### config.mk
export PLATFORM = sky130hd
export DESIGN_NAME = mem_lsu
export DESIGN_NICKNAME = d
export VERILOG_FILES = /design/src/rtl/mem_lsu.sv
export SDC_FILE = /design/constraint.sdc
export NUM_CORES = 1
export LEC_CHECK = 0
export ABC_AREA = 1
export CAP_MARGIN = 20
export CORE_MARGIN = 3
export CORE_UTILIZATION = 42
export CTS_BUF_LIST = sky130_fd_sc_hd__clkbuf_4 sky130_fd_sc_hd__clkbuf_8 sky130_fd_sc_hd__clkbuf_16
export CTS_CLUSTER_SIZE = 28
export DETAILED_ROUTE_END_ITERATION = 16
export GPL_TIMING_DRIVEN = 0
export PLACE_DENSITY = 0.8
export SETUP_SLACK_MARGIN = 0.2
export SLEW_MARGIN = 20
export SYNTH_ARGS = -nofsm -noshare
export SYNTH_HDL_FRONTEND = slang
export SYNTH_SLANG_ARGS = --single-unit
### constraint.sdc
create_clock -name clk -period 1.7 [get_ports clk]
set_clock_uncertainty 0.1 [all_clocks]
set_input_delay 0.17 -clock clk [delete_from_list [all_inputs] [get_ports clk]]
set_output_delay 0.17 -clock clk [all_outputs]
set_load 0.1 [all_outputs]
### src/rtl/mem_lsu.sv
// Memory-stage load/store unit: formats stores, extracts and extends loads,
// runs the dmem request/grant/response handshake, and bounds every wait with a timeout.
module mem_lsu #(
    parameter int unsigned TIMEOUT_CYCLES = 255
) (
    input  logic        clk,
    input  logic        reset,
    input  logic        ex_mem_valid,
    input  logic        ex_mem_load,
    input  logic        ex_mem_store,
    input  logic [2:0]  ex_mem_funct3,
    input  logic [31:0] ex_mem_alu,
    input  logic [31:0] ex_mem_store_data,
    output logic        ex_mem_stall,
    output logic        dmem_req,
    output logic        dmem_we,
    output logic [31:0] dmem_addr,
    output logic [3:0]  dmem_be,
    output logic [31:0] dmem_wdata,
    input  logic        dmem_gnt,
    input  logic        dmem_rvalid,
    input  logic [31:0] dmem_rdata,
    output logic        mem_wb_valid,
    output logic [31:0] mem_wb_data,
    output logic        mem_wb_fault
);

    localparam logic [1:0] S_IDLE   = 2'd0;
    localparam logic [1:0] S_REQ    = 2'd1;
    localparam logic [1:0] S_WAIT_R = 2'd2;

    // Counter value in the last cycle the unit may still wait for the awaited event.
    localparam logic [7:0] TO_LAST  = 8'(TIMEOUT_CYCLES - 1);

    function automatic logic access_legal(input logic ld, input logic st,
                                          input logic [2:0] f3, input logic [1:0] lane);
        logic ok;
        case (f3)
            3'b000:  ok = 1'b1;
            3'b001:  ok = ~lane[0];
            3'b010:  ok = (lane == 2'b00);
            3'b100:  ok = ~st;
            3'b101:  ok = ~st & ~lane[0];
            default: ok = 1'b0;
        endcase
        return ok & ~(ld & st);
    endfunction

    function automatic logic [3:0] access_be(input logic [2:0] f3, input logic [1:0] lane);
        logic [3:0] be;
        case (f3[1:0])
            2'b00:   be = 4'b0001 << lane;
            2'b01:   be = 4'b0011 << lane;
            default: be = 4'b1111;
        endcase
        return be;
    endfunction

    function automatic logic [31:0] store_wdata(input logic [2:0] f3, input logic [31:0] d);
        logic [31:0] w;
        case (f3[1:0])
            2'b00:   w = {4{d[7:0]}};
            2'b01:   w = {2{d[15:0]}};
            default: w = d;
        endcase
        return w;
    endfunction

    function automatic logic [31:0] load_extract(input logic [31:0] rdata, input logic [1:0] lane,
                                                 input logic [2:0] f3);
        logic [31:0] sh;
        logic [31:0] res;
        sh = rdata >> {lane, 3'b000};
        case (f3)
            3'b000:  res = {{24{sh[7]}}, sh[7:0]};
            3'b001:  res = {{16{sh[15]}}, sh[15:0]};
            3'b100:  res = {24'd0, sh[7:0]};
            3'b101:  res = {16'd0, sh[15:0]};
            default: res = rdata;
        endcase
        return res;
    endfunction

    logic [1:0]  state_q, state_d;
    logic [7:0]  cnt_q, cnt_d;
    logic        dmem_req_q, dmem_req_d;
    logic        dmem_we_q, dmem_we_d;
    logic [31:0] dmem_addr_q, dmem_addr_d;
    logic [3:0]  dmem_be_q, dmem_be_d;
    logic [31:0] dmem_wdata_q, dmem_wdata_d;
    logic [1:0]  lane_q, lane_d;
    logic [2:0]  funct3_q, funct3_d;
    logic        wb_valid_q, wb_valid_d;
    logic [31:0] wb_data_q, wb_data_d;
    logic        wb_fault_q, wb_fault_d;

    // Next-state, bus and write-back computation.
    always_comb begin
        state_d      = state_q;
        cnt_d        = cnt_q;
        dmem_req_d   = dmem_req_q;
        dmem_we_d    = dmem_we_q;
        dmem_addr_d  = dmem_addr_q;
        dmem_be_d    = dmem_be_q;
        dmem_wdata_d = dmem_wdata_q;
        lane_d       = lane_q;
        funct3_d     = funct3_q;
        wb_valid_d   = 1'b0;
        wb_data_d    = wb_data_q;
        wb_fault_d   = wb_fault_q;

        case (state_q)
            S_IDLE: begin
                if (!ex_mem_valid) begin
                    state_d = S_IDLE;
                end else if (!ex_mem_load && !ex_mem_store) begin
                    wb_valid_d = 1'b1;
                    wb_data_d  = ex_mem_alu;
                    wb_fault_d = 1'b0;
                end else if (!access_legal(ex_mem_load, ex_mem_store, ex_mem_funct3, ex_mem_alu[1:0])) begin
                    wb_valid_d = 1'b1;
                    wb_data_d  = 32'd0;
                    wb_fault_d = 1'b1;
                end else begin
                    state_d      = S_REQ;
                    cnt_d        = 8'd0;
                    dmem_req_d   = 1'b1;
                    dmem_we_d    = ex_mem_store;
                    dmem_addr_d  = {ex_mem_alu[31:2], 2'b00};
                    dmem_be_d    = access_be(ex_mem_funct3, ex_mem_alu[1:0]);
                    dmem_wdata_d = ex_mem_store ? store_wdata(ex_mem_funct3, ex_mem_store_data) : 32'd0;
                    lane_d       = ex_mem_alu[1:0];
                    funct3_d     = ex_mem_funct3;
                end
            end
            S_REQ: begin
                // The grant is checked before the timeout so a last-cycle grant still completes.
                if (dmem_gnt) begin
                    dmem_req_d = 1'b0;
                    cnt_d      = 8'd0;
                    if (dmem_we_q) begin
                        state_d    = S_IDLE;
                        wb_valid_d = 1'b1;
                        wb_data_d  = 32'd0;
                        wb_fault_d = 1'b0;
                    end else begin
                        state_d = S_WAIT_R;
                    end
                end else if (cnt_q == TO_LAST) begin
                    state_d    = S_IDLE;
                    dmem_req_d = 1'b0;
                    wb_valid_d = 1'b1;
                    wb_data_d  = 32'd0;
                    wb_fault_d = 1'b1;
                end else begin
                    cnt_d = cnt_q + 8'd1;
                end
            end
            S_WAIT_R: begin
                if (dmem_rvalid) begin
                    state_d    = S_IDLE;
                    wb_valid_d = 1'b1;
                    wb_data_d  = load_extract(dmem_rdata, lane_q, funct3_q);
                    wb_fault_d = 1'b0;
                end else if (cnt_q == TO_LAST) begin
                    state_d    = S_IDLE;
                    wb_valid_d = 1'b1;
                    wb_data_d  = 32'd0;
                    wb_fault_d = 1'b1;
                end else begin
                    cnt_d = cnt_q + 8'd1;
                end
            end
            default: begin
                state_d    = S_IDLE;
                dmem_req_d = 1'b0;
            end
        endcase
    end

    // State and output registers with synchronous active-low reset.
    always_ff @(posedge clk) begin
        if (!reset) begin
            state_q      <= S_IDLE;
            cnt_q        <= 8'd0;
            dmem_req_q   <= 1'b0;
            dmem_we_q    <= 1'b0;
            dmem_addr_q  <= 32'd0;
            dmem_be_q    <= 4'd0;
            dmem_wdata_q <= 32'd0;
            lane_q       <= 2'd0;
            funct3_q     <= 3'd0;
            wb_valid_q   <= 1'b0;
            wb_data_q    <= 32'd0;
            wb_fault_q   <= 1'b0;
        end else begin
            state_q      <= state_d;
            cnt_q        <= cnt_d;
            dmem_req_q   <= dmem_req_d;
            dmem_we_q    <= dmem_we_d;
            dmem_addr_q  <= dmem_addr_d;
            dmem_be_q    <= dmem_be_d;
            dmem_wdata_q <= dmem_wdata_d;
            lane_q       <= lane_d;
            funct3_q     <= funct3_d;
            wb_valid_q   <= wb_valid_d;
            wb_data_q    <= wb_data_d;
            wb_fault_q   <= wb_fault_d;
        end
    end

    assign ex_mem_stall = (state_q != S_IDLE);
    assign dmem_req     = dmem_req_q;
    assign dmem_we      = dmem_we_q;
    assign dmem_addr    = dmem_addr_q;
    assign dmem_be      = dmem_be_q;
    assign dmem_wdata   = dmem_wdata_q;
    assign mem_wb_valid = wb_valid_q;
    assign mem_wb_data  = wb_data_q;
    assign mem_wb_fault = wb_fault_q;

endmodule

# After elaboration in Yosys (flattened, before gate mapping)
# Cells that the tools add are included.
[classes] n_eq_ne=20 mux=53 add_sub_neg=1 n_shift=3 reduce_logical=15 bitwise=8
[ops] cell="2-to-1 mux 32 bit" n=8
[ops] cell="one-hot mux 32 bit (4 select lines)" n=1
[ops] cell="one-hot mux 32 bit (3 select lines)" n=1
[ops] cell="one-hot mux 32 bit (2 select lines)" n=1
[ops] cell="2-to-1 mux 8 bit" n=6
[ops] cell=">> shifter 32 x 5 -> 16 bit" n=1
[ops] cell="one-hot mux 8 bit (3 select lines)" n=1
[ops] cell="2-to-1 mux 1 bit" n=22
[ops] cell="inequality test 3 bit (second input constant)" n=5
[ops] cell="2-to-1 mux 2 bit" n=7
[ops] cell="== test 3 bit (second input constant)" n=4
[ops] cell="AND reduction 5 bit" n=2
[ops] cell="one-hot mux 1 bit (3 select lines)" n=3
[ops] cell="adder 8 x 1 -> 8 bit (second input constant)" n=1
[ops] cell="== test 8 bit (second input constant)" n=1
[ops] cell="inequality test 2 bit (second input constant)" n=4
[ops] cell="one-hot mux 4 bit (2 select lines)" n=1
[ops] cell="AND reduction 4 bit" n=2
[ops] cell="== test 3 x 1 -> 1 bit (second input constant)" n=2
[ops] cell="logical NOT 2 bit" n=3
[ops] cell="logical NOT 3 bit" n=2
[ops] cell="one-hot mux 2 bit (3 select lines)" n=1
[ops] cell="inverter 1 bit" n=5
[ops] cell="one-hot mux 1 bit (5 select lines)" n=1
[ops] cell="other kinds (11)" n=15
[totals] inputBits=106 out_inout_bits=105 word_cells=112 regBits=117

# Logic depth before layout (Yosys ltp)
# Gate-level depths: netlist of run 1.
[logic_depth] depth_word=11 depth_mapped=13 ltp_nobuf=13

# Worst setup path after synthesis of run 1
# Ideal clock, no wire load.
[synth_path] path_kind="reg-to-reg" start="register state_q[0]" end="register wb_data_q[24], in the netlist mem_wb_data[24]" setup_ns=0.135 n_path_buf=1 required_ns=1.465 path_slack_ns=-0.570 stages_incl_launch_ff=12 arrival_time_ns=2.036 synth_period_minus_slack_ns=2.270 cell_sequence="dfxtp_1 > inv_1 > ha_1 > inv_2 > nor2_1 > nor3_2 > nand2_8 > inv_8 > nand2_8 > buf_6 > nand2_2 > a21oi_2"
[synth_between] elab_chain_len=3 word_cells_on_any_way=9 cone_classes="eq/ne (5); mux (1); reduce/logical (3)"
[synth_rtl] item="from (decl)" line_no="84" text="logic [1:0] state_q, state_d;"
[synth_rtl] item="from (signal assigned)" line_no="197" text="state_q <= state_d;"
[synth_rtl] item="== test 2 x 1 -> 1 bit, or another cell as far along" line_no="112" text="case (state_q)"
[synth_rtl] item="inequality test 3 bit (no source line), or another cell as far along"
[synth_rtl] item="AND reduction 4 bit (no source line)"
[synth_rtl] item="to (signal assigned)" line_no="207" text="wb_data_q <= wb_data_d;"
[synth_rtl] item="to (decl)" line_no="94" text="logic [31:0] wb_data_q, wb_data_d;"
# Parallel ways exist; a longest one is shown, timed or not.
# A chain may end at the register's enable or synchronous reset.

# Worst setup path in the final report of run 1
[layout_path] start="register state_q[1]" end="register wb_data_q[21], in the netlist mem_wb_data[21]"
# Same word-level chain as after synthesis.

==> results of run 1 <==
==> worst max-delay path, delay by kind of cell, from the launching register on <==
kind                     cells  cell delay [ns]
AND/OR/NAND/NOR              3             0.56
flip-flops                   1             0.38
adder cells (fa/ha/maj)      1             0.16
buffers and inverters        4             0.40
AO/OA/AOI/OAI                2             0.20
==> stage by stage <==
| stage | utilization | hold WS [ns] | setup TNS, ns | cells | total power [µW] |
|---|---|---|---|---|---|
| finish | 0.717 | 0.167 | -9.66 | 1371 | 8930 |
| global route | 0.717 | 0.208 | -15.51 | 1371 | 9160 |
| CTS | 0.644 | 0.116 | -1.70 | 1355 | 8610 |
| detailed placement | 0.603 | 0.353 | -39.87 | 1297 | 5000 |
| global placement | 0.603 | 0.351 | -36.03 | 1297 | 4990 |
| floorplan | - | 0.205 | -0.565 | 910 | 4300 |
==> logic make-up (layout without fill, tap and decap cells) <==
| kind of cell | count (synthesis) | after routing | synth area share |
|---|---|---|---|
| adder cells (fa/ha/maj) | 6 | 6 | 0.0122 |
| XOR/XNOR | 2 | 2 | 0.00286 |
| AO/OA/AOI/OAI | 223 | 223 | 0.204 |
| AND/OR/NAND/NOR | 454 | 454 | 0.315 |
| buffers and inverters | 106 | 387 | 0.0836 |
| flip-flops | 117 | 117 | 0.382 |
| other | 1 | 2 | 0.000611 |
==> cell usage in the layout (no fill, tap or decap), types with 24 or more instances in the layout <==
cell type	n
nand3_1	35
o21ai_0	36
dfxtp_1	110
nand2_1	215
clkbuf_4	38
clkbuf_16	24
clkdlybuf4s50_1	104
o21ai_2	30
buf_2	50
o21ai_1	27
buf_4	54
nor2_1	116
a21oi_1	61
inv_1	31
a21oi_2	32
==> metal layers <==
| metal | up-vias | GRT usage |
|---|---|---|
| met3 | 95 | 0.0724 |
| met5 | - | 0 |
| li1 | 3546 | - |
| met4 | 0 | 0.105 |
| met2 | 496 | 0.462 |
| met1 | 3599 | 0.397 |
==> area by class of cell <==
class                      count  area, µm²
tap                          180        225
clock inverter                15        158
buffer                        56        458
fill                        1067       3990
timing repair buffer         249       2250
sequential                   117       2360
inverter                      50        233
multi-input combinational    687       4000
clock buffer                  17        425
==> power groups by stage <==
stage / logic [µW] / clock network [µW] / registers [µW]
6_report: 2380 / 3610 / 2940
5_1_grt: 2470 / 3740 / 2950
4_1_cts: 2080 / 3600 / 2930
3_5_place_dp: 2020 / 0 / 2990
3_3_place_gp: 2010 / 0 / 2980
2_1_floorplan: 616 / 0 / 3690
==> flip-flops by register name (all words and copies together), names as in the netlist <==
register	cells
dmem_be	4
mem_wb_valid	1
mem_wb_data	32
funct3_q	3
lane_q	2
cnt_q	8
dmem_req	1
mem_wb_fault	1
dmem_addr	30
dmem_wdata	32
state_q	2
dmem_we	1
==> timing repair <==
item	in CTS	in global routing
hold endpoints to repair	2	0
hold buffers	1	0
gates resized for setup	613	227
pin swaps	14	62
gates cloned	4	8
endpoints found under the setup margin	219	139
buffers inserted	21	8
==> worst paths after layout <==
path | from | to | slack (ns)
hold reg to reg | dmem_wdata[14] | dmem_wdata[14] | 0.36
hold / removal | ex_mem_store | mem_wb_fault | 0.17
setup / recovery | state_q[1] | mem_wb_data[21] | -0.18
setup reg to reg | state_q[1] | mem_wb_data[21] | -0.18
==> summary.md, run 1 <==
| Metric | Value |
|---|---|
| Status | `finished with violations` |
| Failing checks | `negative setup slack` |
| Post-synth top cells | `nand2_1, nor2_1, dfxtp_1, a21oi_1, o21ai_0` |
| Vias in the first global route | `6869` |
| Crit Path Category | `flop to flop` |
| Mapped Cells | `909` |
| Crit-path cells | `inv_6 -> ha_4 -> nor3b_4 -> nor3_4 -> nand2_8 -> clkinv_8 -> buf_8 -> buf_6 -> o21ai_1 -> a21oi_1` |
| Hold path cells | `5` |
| Post-route design area | `10100 µm²` |
| Top-count cell post-synth | `nand2_1` |
| P_sw | `3230 µW` |
| First-pass DRT Iterations | `6` |
| Final worst slack | `-0.177 ns` |
| FP Rows | `43` |
| Initial antenna violation count | `0` |
| Grt total ovfl | `0` |
| Area growth, synth to finish | `64.7%` |
| Final wirelength | `26.6 mm` |
| Worst-path clk slew | `0.06 ns` |
| Worst hold path class | `input pin to flop` |
| Crit path arrival time | `2.13 ns` |
| Worst slew margin | `0.446` |
| Syn avg cell area | `6.75 µm²` |
| Met1 WL | `10.5 mm` |
| Asr flop ratio synth | `0` |
| Synth cell types | `42` |
| RSZ-0062 raised after global routing | `true` |
| Critical Path RT | `1.95 ns` |
| Ys Warns | `0` |
| Ports | `211` |
| Syn Std Cell Area | `6130 µm²` |
| Largest net degree at the start of global routing | `17` |
| Final min period | `1.88 ns` |
| Post-synth EDFFs | `0` |
| Final nets | `1290` |
| Final ANT Viol Nets | `0` |
| Clock Power Share | `0.404` |
| DR iter-0 viols | `728` |
| Wire per inst | `19.4 µm` |
| GRT Util Overall | `0.295` |
| Comb power frac | `0.266` |
| Cell Pwr Density | `884 nW/µm²` |
| Finish-stage setup viols | `104` |
| Top FF cell, synth | `dfxtp_1` |
| Top cell type by total area after synthesis | `dfxtp_1` |
| DRC viols | `0` |
| CP startpoint kind | `flop` |
| Least-Margin Pin Slew | `0.831 ns` |
| Max Freq | `533 MHz` |
| Cell at the slowest stage of the critical path | `dfxtp_4` |
| Slowest cell delay on critical path | `0.38 ns` |
| Clock Tree Root | `clkbuf_16` |
| Area after DPL | `8510 µm²` |
| Sequential share of power | `0.329` |
| Worst slack at placement | `-0.527 ns` |
| Top Layer Used | `met4` |
| Sink Count | `117` |
| Seq cells post-synth | `117` |
| Port bufs | `207` |
| Via density per instance | `5.64` |
| CTS tree | `yes` |
| Wire length on met3 | `2.61 mm` |
| Post-synth top area share | `0.382` |
| Worst-path fanout max | `6` |
| Die area | `16100 µm²` |
| Met2 WL | `12.4 mm` |
| Seq/Total Area, Yosys | `0.382` |
| Max cap viols | `0` |
| Int Pwr | `5700 µW` |
| Global placer's final weighted congestion | `0.945` |
| CORE AREA | `14100 µm²` |
| Dpl hpwl | `17.9 mm` |
| Initial Utilization | `0.435` |
| Layout cells sized above 1 | `0.337` |
| VDD IR max | `0.000702 V` |
| Worst R2R Path Depth | `10` |
| Clock tree buffer depth | `2` |
| Crit end category | `flop` |
| Fin. max-slew vios | `0` |
| CTS Buf Count | `17` |
| Hold Violations, Final | `0` |
| Die Y | `127 µm` |
| Global-route wire length before repair | `37.4 mm` |
| P_leak | `0.00421 µW` |
| Top post-synthesis cells by area | `dfxtp_1, nand2_1, nor2_1` |
| DR vias | `7736` |
| Clk Latency, worst-skew pair | `0.42 ns` |
| # H-tree levels | `4` |
| Period utilization | `1.10` |
| N_diodes | `0` |
| Sw Share | `0.362` |
| Die X | `127 µm` |
(Power assumes the default switching activity.)
==> inputs of run 2 (changes only) <==
CELL_PAD_IN_SITES_DETAIL_PLACEMENT = 2   (was default)
CELL_PAD_IN_SITES_GLOBAL_PLACEMENT = 2   (was default)
CORE_UTILIZATION = 21   (was 42)
GPL_TIMING_DRIVEN = default   (was 0)
HOLD_SLACK_MARGIN = 0.12   (was default)
PLACE_DENSITY = 0.77   (was 0.8)
==> run 2 against run 1 <==
The flow still finishes with violations (negative setup slack). Sequential cell count did not move. Highest routed layer is now met5. Design area rose by 28%. Combinational power increased by 26%. Die area up 94%. Register-to-register slack got worse by 0.09 ns. Total power rose by 6.3%. Critical path depth is 1 higher. Largest power group unchanged. Hold slack worse by 0.022 ns. Via count up 5.4%.
==> summary.md, run 2 (synthesis gave the netlist of run 1 again) <==
| Metric | Value |
|---|---|
| Die Y | `177 µm (was 127 µm)` |
| DRC viols | `0 (unchanged)` |
| Crit path arrival time | `2.21 ns (was 2.13 ns)` |
| Global placer's final weighted congestion | `0.856 (was 0.945)` |
| Cell Pwr Density | `732 nW/µm² (was 884 nW/µm²)` |
| Worst slew margin | `0.574 (was 0.446)` |
| FILL cells | `2961 (was 1067)` |
| Final nets | `1346 (was 1290)` |
| Die area | `31300 µm² (was 16100 µm²)` |
| CTS Buf Count | `17 (unchanged)` |
| CTS tree | `yes (unchanged)` |
| # H-tree levels | `4 (unchanged)` |
| Final wirelength | `40.2 mm (was 26.6 mm)` |
| Most frequent cells in the layout | `nand2_1, buf_12, dfxtp_1 (was nand2_1, nor2_1, dfxtp_1)` |
| Wire per inst | `24.7 µm (was 19.4 µm)` |
| Global-route wire length before repair | `57.3 mm (was 37.4 mm)` |
| Worst-path fanout max | `5 (was 6)` |
| Crit Path Category | `flop to flop (unchanged)` |
| Ports | `211 (unchanged)` |
| Clock tree buffer depth | `2 (unchanged)` |
| VDD IR max | `0.000443 V (was 0.000702 V)` |
| Initial Utilization | `0.217 (was 0.435)` |
| Fin util | `0.458 (was 0.717)` |
| Initial antenna violation count | `5 (was 0)` |
| Clk Latency, worst-skew pair | `0.42 ns (about the same)` |
| P_leak | `0.00501 µW (was 0.00421 µW)` |
| Post-route design area | `13000 µm² (was 10100 µm²)` |
| Grt total ovfl | `0 (unchanged)` |
| Max Freq | `508 MHz (was 533 MHz)` |
| Area growth, synth to finish | `111% (was 64.7%)` |
| DR vias | `8157 (was 7736)` |
| Least-Margin Pin Slew | `0.638 ns (was 0.831 ns)` |
| Commonest non-fill, non-tap cell in the layout | `nand2_1 (unchanged)` |
| Critical Path RT | `1.94 ns (was 1.95 ns)` |
| Status | `finished with violations (unchanged)` |
| Largest net degree at the start of global routing | `39 (was 17)` |
| First-pass DRT Iterations | `8 (was 6)` |
| Worst-path clk slew | `0.06 ns (about the same)` |
| RSZ-0062 raised after global routing | `true (unchanged)` |
| Final ANT Viol Nets | `0 (unchanged)` |
| Period utilization | `1.16 (was 1.10)` |
| Max cap viols | `0 (unchanged)` |
| Via density per instance | `5.01 (was 5.64)` |
| Final min period | `1.97 ns (was 1.88 ns)` |
| Finish-stage setup viols | `115 (was 104)` |
| Fin. max-slew vios | `0 (unchanged)` |
| Worst hold path class | `input pin to flop (unchanged)` |
| CORE AREA | `28300 µm² (was 14100 µm²)` |
| GRT Util Overall | `0.243 (was 0.295)` |
| CP startpoint kind | `flop (unchanged)` |
| Crit end category | `flop (unchanged)` |
| Dpl hpwl | `24.2 mm (was 17.9 mm)` |
| Failing checks | `negative setup slack (unchanged)` |
| Die X | `177 µm (was 127 µm)` |
| Vias in the first global route | `9218 (was 6869)` |
| Layout cells sized above 1 | `0.420 (was 0.337)` |
| Worst slack at placement | `-0.368 ns (was -0.527 ns)` |
| Clock Tree Root | `clkbuf_16 (unchanged)` |
| DR iter-0 viols | `454 (was 728)` |
| Worst hold slack | `0.145 ns (was 0.167 ns)` |
| Sink Count | `117 (unchanged)` |
| Setup slack, reg-to-reg | `-0.27 ns (was -0.18 ns)` |
| Final worst slack | `-0.268 ns (was -0.177 ns)` |
| FP Rows | `61 (was 43)` |
| Area after DPL | `10300 µm² (was 8510 µm²)` |
| Port bufs | `208 (was 207)` |
| Hold Violations, Final | `0 (unchanged)` |
## run 2: cell count changes in the layout (fill, tap and decap cells not counted), sizes merged
cell,delta
buf,+117
clkbuf,-64
dlygate4sd2,+4
nand2,+3
inv,-5
bufinv,-1
clkdlybuf4s50,-4
clkinvlp,+1
diode,+2
clkinv,+5
## run 2: path summary, 6_finish.rpt
kind              startpoint         endpoint  cells past startpoint
setup / recovery  state_q[1]   mem_wb_data[1]                     11
hold / removal         reset  mem_wb_data[30]                      4
setup reg to reg  state_q[1]   mem_wb_data[1]                     11
hold reg to reg     cnt_q[5]         cnt_q[5]                      2
## run 2: stage by stage
step / cells / setup TNS, ns / total power (µW)
after floorplan: 910 / -0.565 / 4300
after global placement: 1538 / -24.96 / 5430
after detailed placement: 1538 / -32.13 / 5480
after CTS: 1616 / -7.60 / 9330
after global routing: 1626 / -23.71 / 9840
final: 1627 / -16.64 / 9490
## run 2: timing repair
| item | 4_1_cts | 5_1_grt |
|---|---|---|
| hold buffers | 1 | 0 |
| pin swaps | 69 | 54 |
| gates cloned | 18 | 1 |
| buffers inserted | 27 | 8 |
| hold endpoints to repair | 5 | 0 |
| setup endpoints to repair | 118 | 118 |
| gates resized for setup | 263 | 100 |
## run 2: cell type report
| class | instances | area, µm² | share of cell area |
|---|---|---|---|
| antenna | 2 | 5.00 | 0.000386 |
| clock buffer | 18 | 439 | 0.0339 |
| clock inverter | 14 | 105 | 0.00811 |
| inverter | 50 | 258 | 0.0199 |
| multi-input combinational | 690 | 4400 | 0.339 |
| sequential | 117 | 2360 | 0.182 |
| tap | 378 | 473 | 0.0365 |
| timing repair buffer | 357 | 4900 | 0.378 |
| timing repair inverter | 1 | 20.0 | 0.00154 |
## run 2: power by group
part	internal [µW]	switching, µW	leakage, µW
logic	1200	1810	0.00380
clock network	1910	1560	0.000255
registers	2850	161	0.000955
total	5960	3530	0.00501
## run 2: metal layers
layer / routed length (µm) / up-vias / global-route usage
met2: 20900 / 297 / 0.437
met1: 15400 / 4117 / 0.272
met5: 48 / - / 0
li1: - / 3662 / -
met4: 1330 / 8 / 0.0998
met3: 2550 / 73 / 0.0644
## run 2: critical path: stages (launching register included)
cell     delay, ns
dfxtp_4       0.36
inv_6         0.08
ha_4          0.15
buf_4         0.14
nand2_4       0.07
o21ai_4       0.08
nand2_2       0.10
nor2_4        0.25
inv_4         0.15
nand2_8       0.14
nand2_1       0.08
a21oi_1       0.18
